`src/rtl/multiword_adder_seq.sv`:
```
// -----------------------------------------------------------------------------
// multiword_adder_seq
//
// Sequential multi-word adder/subtractor. Operands are NWORDS x 16-bit words
// wide. One 16-bit word is processed per clock, starting at word 0 and rippling
// the carry through a carry register. The result is published on s, c_out and
// overflow only when the last word finishes. These outputs hold their values
// until the next operation completes.
//
// Parameters
//   NWORDS    number of 16-bit words per operand (1..8)
//
// Ports
//   clk       rising-edge clock
//   rst       synchronous, active-high reset
//   start     request a new operation. Accepted only in IDLE or DONE.
//   sub       0: a + b + c_in, 1: a - b (c_in ignored). Latched with start.
//   a, b      operands, latched with start
//   c_in      carry into word 0, latched with start
//   s         registered result
//   c_out     registered carry out of the top word (sub: 1 = no borrow)
//   overflow  registered two's-complement overflow of the full-width result
//   busy      high while words are being processed (ADD state)
//   done      one-cycle completion pulse (DONE state)
// -----------------------------------------------------------------------------
module multiword_adder_seq #(
    parameter int NWORDS = 4
) (
    input  logic                   clk,
    input  logic                   rst,
    input  logic                   start,
    input  logic                   sub,
    input  logic [16*NWORDS-1:0]   a,
    input  logic [16*NWORDS-1:0]   b,
    input  logic                   c_in,
    output logic [16*NWORDS-1:0]   s,
    output logic                   c_out,
    output logic                   overflow,
    output logic                   busy,
    output logic                   done
);

    localparam int W  = 16 * NWORDS;
    // The index must be able to hold NWORDS, because it is incremented
    // once more on the final ADD cycle.
    localparam int KW = $clog2(NWORDS + 1);

    typedef enum logic [1:0] {
        ST_IDLE = 2'd0,
        ST_ADD  = 2'd1,
        ST_DONE = 2'd2
    } state_t;

    state_t          state_reg, state_next;

    logic [W-1:0]    a_reg, b_reg;
    logic            sub_reg;
    logic            carry_reg;
    logic [KW-1:0]   k_reg;
    logic [W-1:0]    partial_reg;
    logic [W-1:0]    partial_next;
    logic [W-1:0]    s_reg;
    logic            c_out_reg;
    logic            overflow_reg;

    logic [NWORDS-1:0] word_sel;
    logic [15:0]     a_cur, b_cur, b_eff;
    logic [16:0]     word_sum;
    logic            last_word;
    logic            load_op;
    logic            ovf_next;

    // One-hot decode of the word index. It is shared by the operand mux and
    // by the partial-result write enables.
    generate
        for (genvar gi = 0; gi < NWORDS; gi++) begin : g_sel
            assign word_sel[gi] = (k_reg == KW'(gi));
        end
    endgenerate

    // Select the current operand words and form one 17-bit word sum.
    always_comb begin
        a_cur = '0;
        b_cur = '0;
        for (int i = 0; i < NWORDS; i++) begin
            if (word_sel[i]) begin
                a_cur = a_reg[i*16 +: 16];
                b_cur = b_reg[i*16 +: 16];
            end
        end
        // Subtraction is a + ~b + 1. The +1 comes from the preloaded carry.
        b_eff    = sub_reg ? ~b_cur : b_cur;
        word_sum = {1'b0, a_cur} + {1'b0, b_eff} + {16'd0, carry_reg};
    end

    // Partial result with the current word merged in. On the final ADD cycle
    // this value is the complete result that s loads.
    generate
        for (genvar gi = 0; gi < NWORDS; gi++) begin : g_partial
            assign partial_next[gi*16 +: 16] =
                (state_reg == ST_ADD && word_sel[gi]) ? word_sum[15:0]
                                                      : partial_reg[gi*16 +: 16];
        end
    endgenerate

    assign last_word = (k_reg == KW'(NWORDS - 1));

    // Signed overflow: the operand signs agree (A and effective B), but the
    // sign of the result differs from them.
    always_comb begin
        logic bp_msb;
        bp_msb   = sub_reg ? ~b_reg[W-1] : b_reg[W-1];
        ovf_next = (a_reg[W-1] == bp_msb) && (partial_next[W-1] != a_reg[W-1]);
    end

    // Next-state logic
    always_comb begin
        state_next = state_reg;
        load_op    = 1'b0;
        case (state_reg)
            ST_IDLE: begin
                if (start) begin
                    state_next = ST_ADD;
                    load_op    = 1'b1;
                end
            end
            ST_ADD: begin
                if (last_word) begin
                    state_next = ST_DONE;
                end
            end
            ST_DONE: begin
                // Back-to-back: a start seen in DONE launches the next operation
                // with no IDLE cycle in between.
                if (start) begin
                    state_next = ST_ADD;
                    load_op    = 1'b1;
                end else begin
                    state_next = ST_IDLE;
                end
            end
            default: begin
                state_next = ST_IDLE;
            end
        endcase
    end

    // State and datapath registers
    always_ff @(posedge clk) begin
        if (rst) begin
            state_reg    <= ST_IDLE;
            a_reg        <= '0;
            b_reg        <= '0;
            sub_reg      <= 1'b0;
            carry_reg    <= 1'b0;
            k_reg        <= '0;
            partial_reg  <= '0;
            s_reg        <= '0;
            c_out_reg    <= 1'b0;
            overflow_reg <= 1'b0;
        end else begin
            state_reg <= state_next;
            if (load_op) begin
                a_reg     <= a;
                b_reg     <= b;
                sub_reg   <= sub;
                carry_reg <= sub ? 1'b1 : c_in;
                k_reg     <= '0;
            end else if (state_reg == ST_ADD) begin
                partial_reg <= partial_next;
                carry_reg   <= word_sum[16];
                k_reg       <= k_reg + KW'(1);
                if (last_word) begin
                    s_reg        <= partial_next;
                    c_out_reg    <= word_sum[16];
                    overflow_reg <= ovf_next;
                end
            end
        end
    end

    assign s        = s_reg;
    assign c_out    = c_out_reg;
    assign overflow = overflow_reg;
    assign busy     = (state_reg == ST_ADD);
    assign done     = (state_reg == ST_DONE);

endmodule

```
`config.mk`:
```
export PLATFORM = sky130hd
export DESIGN_NAME = multiword_adder_seq
export DESIGN_NICKNAME = d
export VERILOG_FILES = /design/src/rtl/multiword_adder_seq.sv
export SDC_FILE = /design/constraint.sdc
export NUM_CORES = 1
export LEC_CHECK = 0
export BUFFER_PORTS_ARGS = -buffer_cell sky130_fd_sc_hd__buf_2
export CORE_MARGIN = 4
export CORE_UTILIZATION = 30
export CTS_BUF_LIST = sky130_fd_sc_hd__clkbuf_2 sky130_fd_sc_hd__clkbuf_4 sky130_fd_sc_hd__clkbuf_8
export CTS_CLUSTER_SIZE = 25
export DETAILED_ROUTE_END_ITERATION = 8
export MAX_ROUTING_LAYER = met4
export SLEW_MARGIN = 20
export SYNTH_ARGS = -nofsm -noshare
export SYNTH_HDL_FRONTEND = slang
export SYNTH_SLANG_ARGS = --single-unit
export TNS_END_PERCENT = 50
```
`constraint.sdc`:
```
create_clock -name clk -period 7.3 [get_ports clk]
set_input_delay 0.73 -clock clk [delete_from_list [all_inputs] [get_ports clk]]
set_output_delay 0.73 -clock clk [all_outputs]
set_load 0.1 [all_outputs]
```
==> summary.txt, run 1 <==
clock power share = 41.1%
RSZ-0062 raised after global routing = false
clk sink count = 249
Synth async-reset ratio = 0%
switch share = 27.8%
fmax = 0.210 GHz
CP Class = flop to flop
largest net degree at the start of global routing = 129
most frequent cells after synthesis = 339 x nand2_1, 249 x dfxtp_1, 179 x a21oi_1, 114 x nor2_1, 105 x clkbuf_1
Post-Syn Nets = 1513
largest family of logic cells by synthesized area = compound AO/OA/AOI/OAI gates
count leader, synth = nand2_1
FP Rows = 68
GR Overflow Total = 0
DRT Wirelength = 32900 um
Worst setup EP type = flop
post-synthesis simple-gate area fraction = 20.2%
Die ar. = 0.0388 mm^2
Hold Crit Class = input pin to flop
Cell Pwr Density = 251 mW/mm^2
CTS resizes = 0
max-slew violation count = 0
initial antenna violation count = 0
post-route ant nets = 0
Synth Register Bits = 249
Min Hold Slack = 0.418 ns
H-tree depth = 2
nets = 1656
I/O pin total = 201
Seq pwr share = 44.5%
Hold Violations, Final = 0
status = complete, no violations
Cells after Synth = 1358
routability cong. = 0.839
Total GRT Usage = 16.7%
syn avg cell area = 7.88 um^2
Sw Pwr = 900 uW
global-route wire length before repair = 51000 um
post-synth top area share = 46.6%
post-DR vias/cell = 4.92
CP Max Fanout = 34
Synth Area in XOR/XNOR = 2.13%
Max-Cap Viols = 0
CP arrival = 5.20 ns
min Tclk post-route = 4.75 ns
worst IR drop on VDD = 148 uV
routed len/inst = 16.6 um
vias in the first global route = 9181
synth top area cells = dfxtp_1 47%, nand2_1 12%, a21oi_1 8.4%, a211oi_1 4.5%, nor2_1 4.0%
DR iter-0 viols = 759
Slew @ Worst Pin = 1.06 ns
Die H = 197 um
hpwl dp = 23100 um
Sum Neg Setup Slack = 0 ns
sequential-to-total area share from yosys stat = 46.6%
P_int = 2340 uW
TritonRoute pass-1 iters = 5
Setup Skew = 0.0260 ns
Initial Util = 30.7%
type of origin of the critical path = flop
slew margin rel. = 29.3%
EDFF count, synth = 0
# setup viols final = 0
WP data required = 7.75 ns
Final Cycle Share = 65.1%
mux cell area share after synthesis = 2.62%
Clock Tree Buf Depth = 3
Post-Synth Adder-Cell Area = 2.71%
Hold Buf Count CTS = 0
Mapped Area = 0.0107 mm^2
share of cells above drive strength 1 = 19.8%
Synth-to-Final Area Change = 20.4%
Root Buffer = clkbuf_8
Worst-Skew Late Latency = 0.55 ns
core box area = 0.0349 mm^2
compound-cell area share of the yosys netlist = 21.4%
post-CTS setup buffer count = 0
IO Port Bufs = 200
DRC = 0
post-synth top area cell = dfxtp_1
Primary FF master, synth = dfxtp_1
Yosys warning total = 0
CTS clk-pin slew, worst paths = 0.06 ns
Via Count = 9770
DIE WIDTH = 197 um
Gate power share = 14.4%
CTS tree = built
diodes inserted = 0
Leakage = 0.00522 uW
Num CTS Buffers = 43
post-synthesis cell type count = 51
-- stage by stage --
step / cell area, um^2 / setup slack (ns) / util [%] / power [uW] / cells
floorplan: 10700 / 3.42 / - / 1770 / 1358
global placement: 12000 / 2.69 / 34.3 / 1930 / 1911
detailed placement: 12000 / 2.56 / 34.3 / 1940 / 1911
CTS: 12900 / 2.53 / 36.9 / 3270 / 1986
global route: 12900 / 2.15 / 37.0 / 3390 / 1986
finish: 12900 / 2.55 / 37.0 / 3240 / 1986
-- critical path, cell delays in order (launching register included) --
cell      delay [ns]
dfxtp_1         0.40
ha_1            0.23
nor2b_4         0.79
a22oi_1         0.21
a211oi_1        0.29
a21oi_1         0.08
xor2_1          0.22
fa_1            0.22
inv_1           0.05
fa_1            0.41
a211oi_1        0.30
o21bai_1        0.15
a221o_1         0.48
xor2_1          0.38
mux2i_1         0.16
a211oi_1        0.24
-- worst paths after layout --
path / from / endpoint / slack [ns] / depth (start not counted)
worst max-delay path: k_reg[0] / s[40] / 2.55 / 15
worst min-delay path: a[16] / a_reg[16] / 0.42 / 3
worst max register to register: k_reg[0] / s[40] / 2.55 / 15
worst min register to register: s[51] / s[51] / 0.45 / 2
-- logic make-up after synthesis --
group                      count (synthesis)
AOI/OAI and AO/OA                        378
buffers and inverters                    123
xor gates and xnor gates                  26
muxes                                     28
adders and majority gates                 22
and+or+nand+nor                          532
DFF                                      249
-- cell usage in the layout, fill, tap and decap left out, types with 9 or more instances in the layout --
cell / count
a31oi_1: 12
ha_1: 19
o21ai_0: 41
clkbuf_8: 53
nand3_1: 17
a21o_1: 10
a211oi_1: 64
nor3_1: 19
mux2i_1: 28
buf_4: 11
a21oi_1: 179
buf_2: 199
dfxtp_1: 249
nand2_1: 339
a22oi_1: 32
clkbuf_4: 16
inv_1: 9
nor2_1: 113
xnor2_1: 22
-- per-layer routing --
metal  global-route usage (%)  share of wire, %  vias up
met5                        -                 0        -
met4                     3.78               1.8        0
met3                     2.56               5.2       50
met2                     25.3                45      285
met1                     23.7                48     4476
li1                         -                 -     4959
-- layout make-up --
cell class                 instances  area [um^2]
multi-input combinational        986         5290
tap                              455          569
fill                            3715        22000
clock inverter                     6         61.3
timing repair buffer             212         1100
inverter                           9         33.8
sequential                       249         4980
clock buffer                      69          850
-- power by group through the flow --
stage	registers, uW	clock network (uW)	logic, uW
CTS	1440	1360	467
global route	1450	1430	514
global placement	1470	0	459
floorplan	1460	0	308
finish	1440	1330	466
detailed placement	1470	0	465
Note: power is estimated with default switching activity, not from simulation.
==> inputs of run 2 (changes only) <==
==> constraint.sdc (replaced) <==
create_clock -name clk -period 4.9 [get_ports clk]
set_input_delay 0.49 -clock clk [delete_from_list [all_inputs] [get_ports clk]]
set_output_delay 0.49 -clock clk [all_outputs]
set_load 0.1 [all_outputs]
==> summary.txt, run 2 (synthesis gave the netlist of run 1 again) <==
CP Max Fanout = 7 (-79%)
WP data required = 5.36 ns (-2.39 ns)
worst IR drop on VDD = 174 uV (+17%)
DRC = 0 (unchanged)
Final Cell Area = 0.0130 mm^2 (+0.98%)
status = complete, no violations
initial antenna violation count = 1 (+1)
FP Rows = 68 (unchanged)
DR iter-0 viols = 848 (+12%)
RSZ-0062 raised after global routing = false
routed len/inst = 16.6 um (+0.31%)
core box area = 0.0349 mm^2 (unchanged)
max-slew violation count = 0 (unchanged)
Slew @ Worst Pin = 1.03 ns (-0.0329 ns)
CTS resizes = 0 (unchanged)
Hold Buf Count CTS = 0 (unchanged)
Num CTS Buffers = 43 (unchanged)
type of origin of the critical path = flop
clk sink count = 249 (unchanged)
GR Overflow Total = 0 (unchanged)
CP arrival = 4.96 ns (-0.24 ns)
# setup viols final = 0 (unchanged)
H-tree depth = 2 (unchanged)
post-CTS setup buffer count = 0 (unchanged)
Die H = 197 um (unchanged)
Setup Skew = 0.0303 ns (+0.00424 ns)
share of cells above drive strength 1 = 20.4% (+0.62 points)
Bufs and invs on worst path = 2 (+1)
fmax = 0.222 GHz (+5.6%)
Hold Violations, Final = 0 (unchanged)
Synth-to-Final Area Change = 21.6%
routability cong. = 0.870 (+3.7%)
Total GRT Usage = 16.8% (+0.067 points)
most frequent cells in the layout = 339 x nand2_1, 249 x dfxtp_1, 199 x buf_2
DRT Wirelength = 33200 um (+0.91%)
crit path max-delay cell type = o21ai_0
CTS tree = built
Worst-Skew Late Latency = 0.56 ns (about the same)
I/O pin total = 201 (unchanged)
post-DR vias/cell = 4.92 (about the same)
nets = 1670 (+0.85%)
Initial Util = 30.7% (unchanged)
largest net degree at the start of global routing = 110 (-15%)
FILL cells = 3711 (-0.11%)
Worst setup EP type = flop
diodes inserted = 0 (unchanged)
IO Port Bufs = 200 (unchanged)
Placed Area = 0.0121 mm^2 (+1.1%)
CTS clk-pin slew, worst paths = 0.06 ns (about the same)
CP Class = flop to flop
global-route wire length before repair = 50700 um (-0.64%)
Max stage delay on crit path = 0.56 ns (-0.23 ns)
Leakage = 0.00529 uW (+1.2%)
Max-Cap Viols = 0 (unchanged)
Final Cycle Share = 91.9% (+27 points)
Via Count = 9829 (+0.60%)
min Tclk post-route = 4.50 ns (-0.252 ns)
Sum Neg Setup Slack = 0 ns (unchanged)
Clock Tree Buf Depth = 3 (unchanged)
crit-path leading delay family = compound AO/OA/AOI/OAI gates
TritonRoute pass-1 iters = 5 (unchanged)
cells along the critical path = inv_1, ha_1, nor3b_2, buf_4, a22oi_1, nand2_1, o21ai_0, o21ai_0, ha_1, a21o_2, a221o_1, a21o_1, o31ai_1, mux2i_1, a311oi_1
post-route ant nets = 0 (unchanged)
slew margin rel. = 31.5% (+2.2 points)
vias in the first global route = 9062 (-1.3%)
Root Buffer = clkbuf_8
hpwl dp = 23900 um (+3.4%)
Hold Crit Class = input pin to flop
commonest non-fill, non-tap cell in the layout = nand2_1
Die ar. = 0.0388 mm^2 (unchanged)
DIE WIDTH = 197 um (unchanged)
Cell Pwr Density = 373 mW/mm^2 (+49%)
run 2: cell count changes in the layout (fill, tap and decap cells not counted):
cell        previous run  this run
buf_12                 0         2
inv_6                  1         0
clkinvlp_4             1         2
clkbuf_4              16        12
clkbuf_8              53        55
buf_4                 11        23
run 2: through the flow:
step	worst slack, ns	hold slack, ns	utilization, %	total power (uW)	instances
after floorplan	1.02	0.433	-	2640	1358
after global placement	0.600	0.439	34.7	2900	1925
after detailed placement	0.448	0.443	34.7	2920	1925
after CTS	0.444	0.132	37.3	4900	1998
after global routing	0.0458	0.151	37.3	5080	1998
final	0.399	0.169	37.3	4860	1998
run 2: worst register-to-register path, stage by stage, from the launching register on:
cell      delay [ns]
dfxtp_1         0.36
inv_1           0.09
ha_1            0.22
nor3b_2         0.49
buf_4           0.22
a22oi_1         0.06
nand2_1         0.09
o21ai_0         0.08
o21ai_0         0.56
ha_1            0.42
a21o_2          0.26
a221o_1         0.34
a21o_1          0.20
o31ai_1         0.54
mux2i_1         0.20
a311oi_1        0.29
run 2: layout make-up:
| type | instances | area, um^2 | share of cell area (%) |
|---|---|---|---|
| Clock buffer | 67 | 847 | 6.51 |
| Clock inverter | 6 | 60.1 | 0.461 |
| Inverter | 9 | 33.8 | 0.260 |
| Multi-Input combinational cell | 986 | 5290 | 40.6 |
| Sequential cell | 249 | 4980 | 38.3 |
| Tap cell | 455 | 569 | 4.37 |
| Timing Repair Buffer | 226 | 1230 | 9.46 |
run 2: report_power, final:
group / switching, uW / internal (uW) / total [uW]
clock network: 840 / 1150 / 1990
logic: 474 / 251 / 725
registers: 43.3 / 2110 / 2150
total: 1360 / 3500 / 4860
run 2: final timing paths:
check        startpoint         to  slack [ns]  cells past startpoint
max reg2reg    k_reg[1]      s[15]        0.40                     15
max            k_reg[1]      s[15]        0.40                     15
min               a[20]  a_reg[20]        0.17                      3
min reg2reg       s[59]      s[59]        0.45                      2
run 2: metal layers:
metal  part of all wire (%)  vias to the layer above  track usage [%]
met4                    1.8                        0             3.95
met1                     48                     4523             23.6
met5                      0                        -                -
met3                    5.6                       55             3.33
met2                     44                      274             24.9
li1                       -                     4977                -
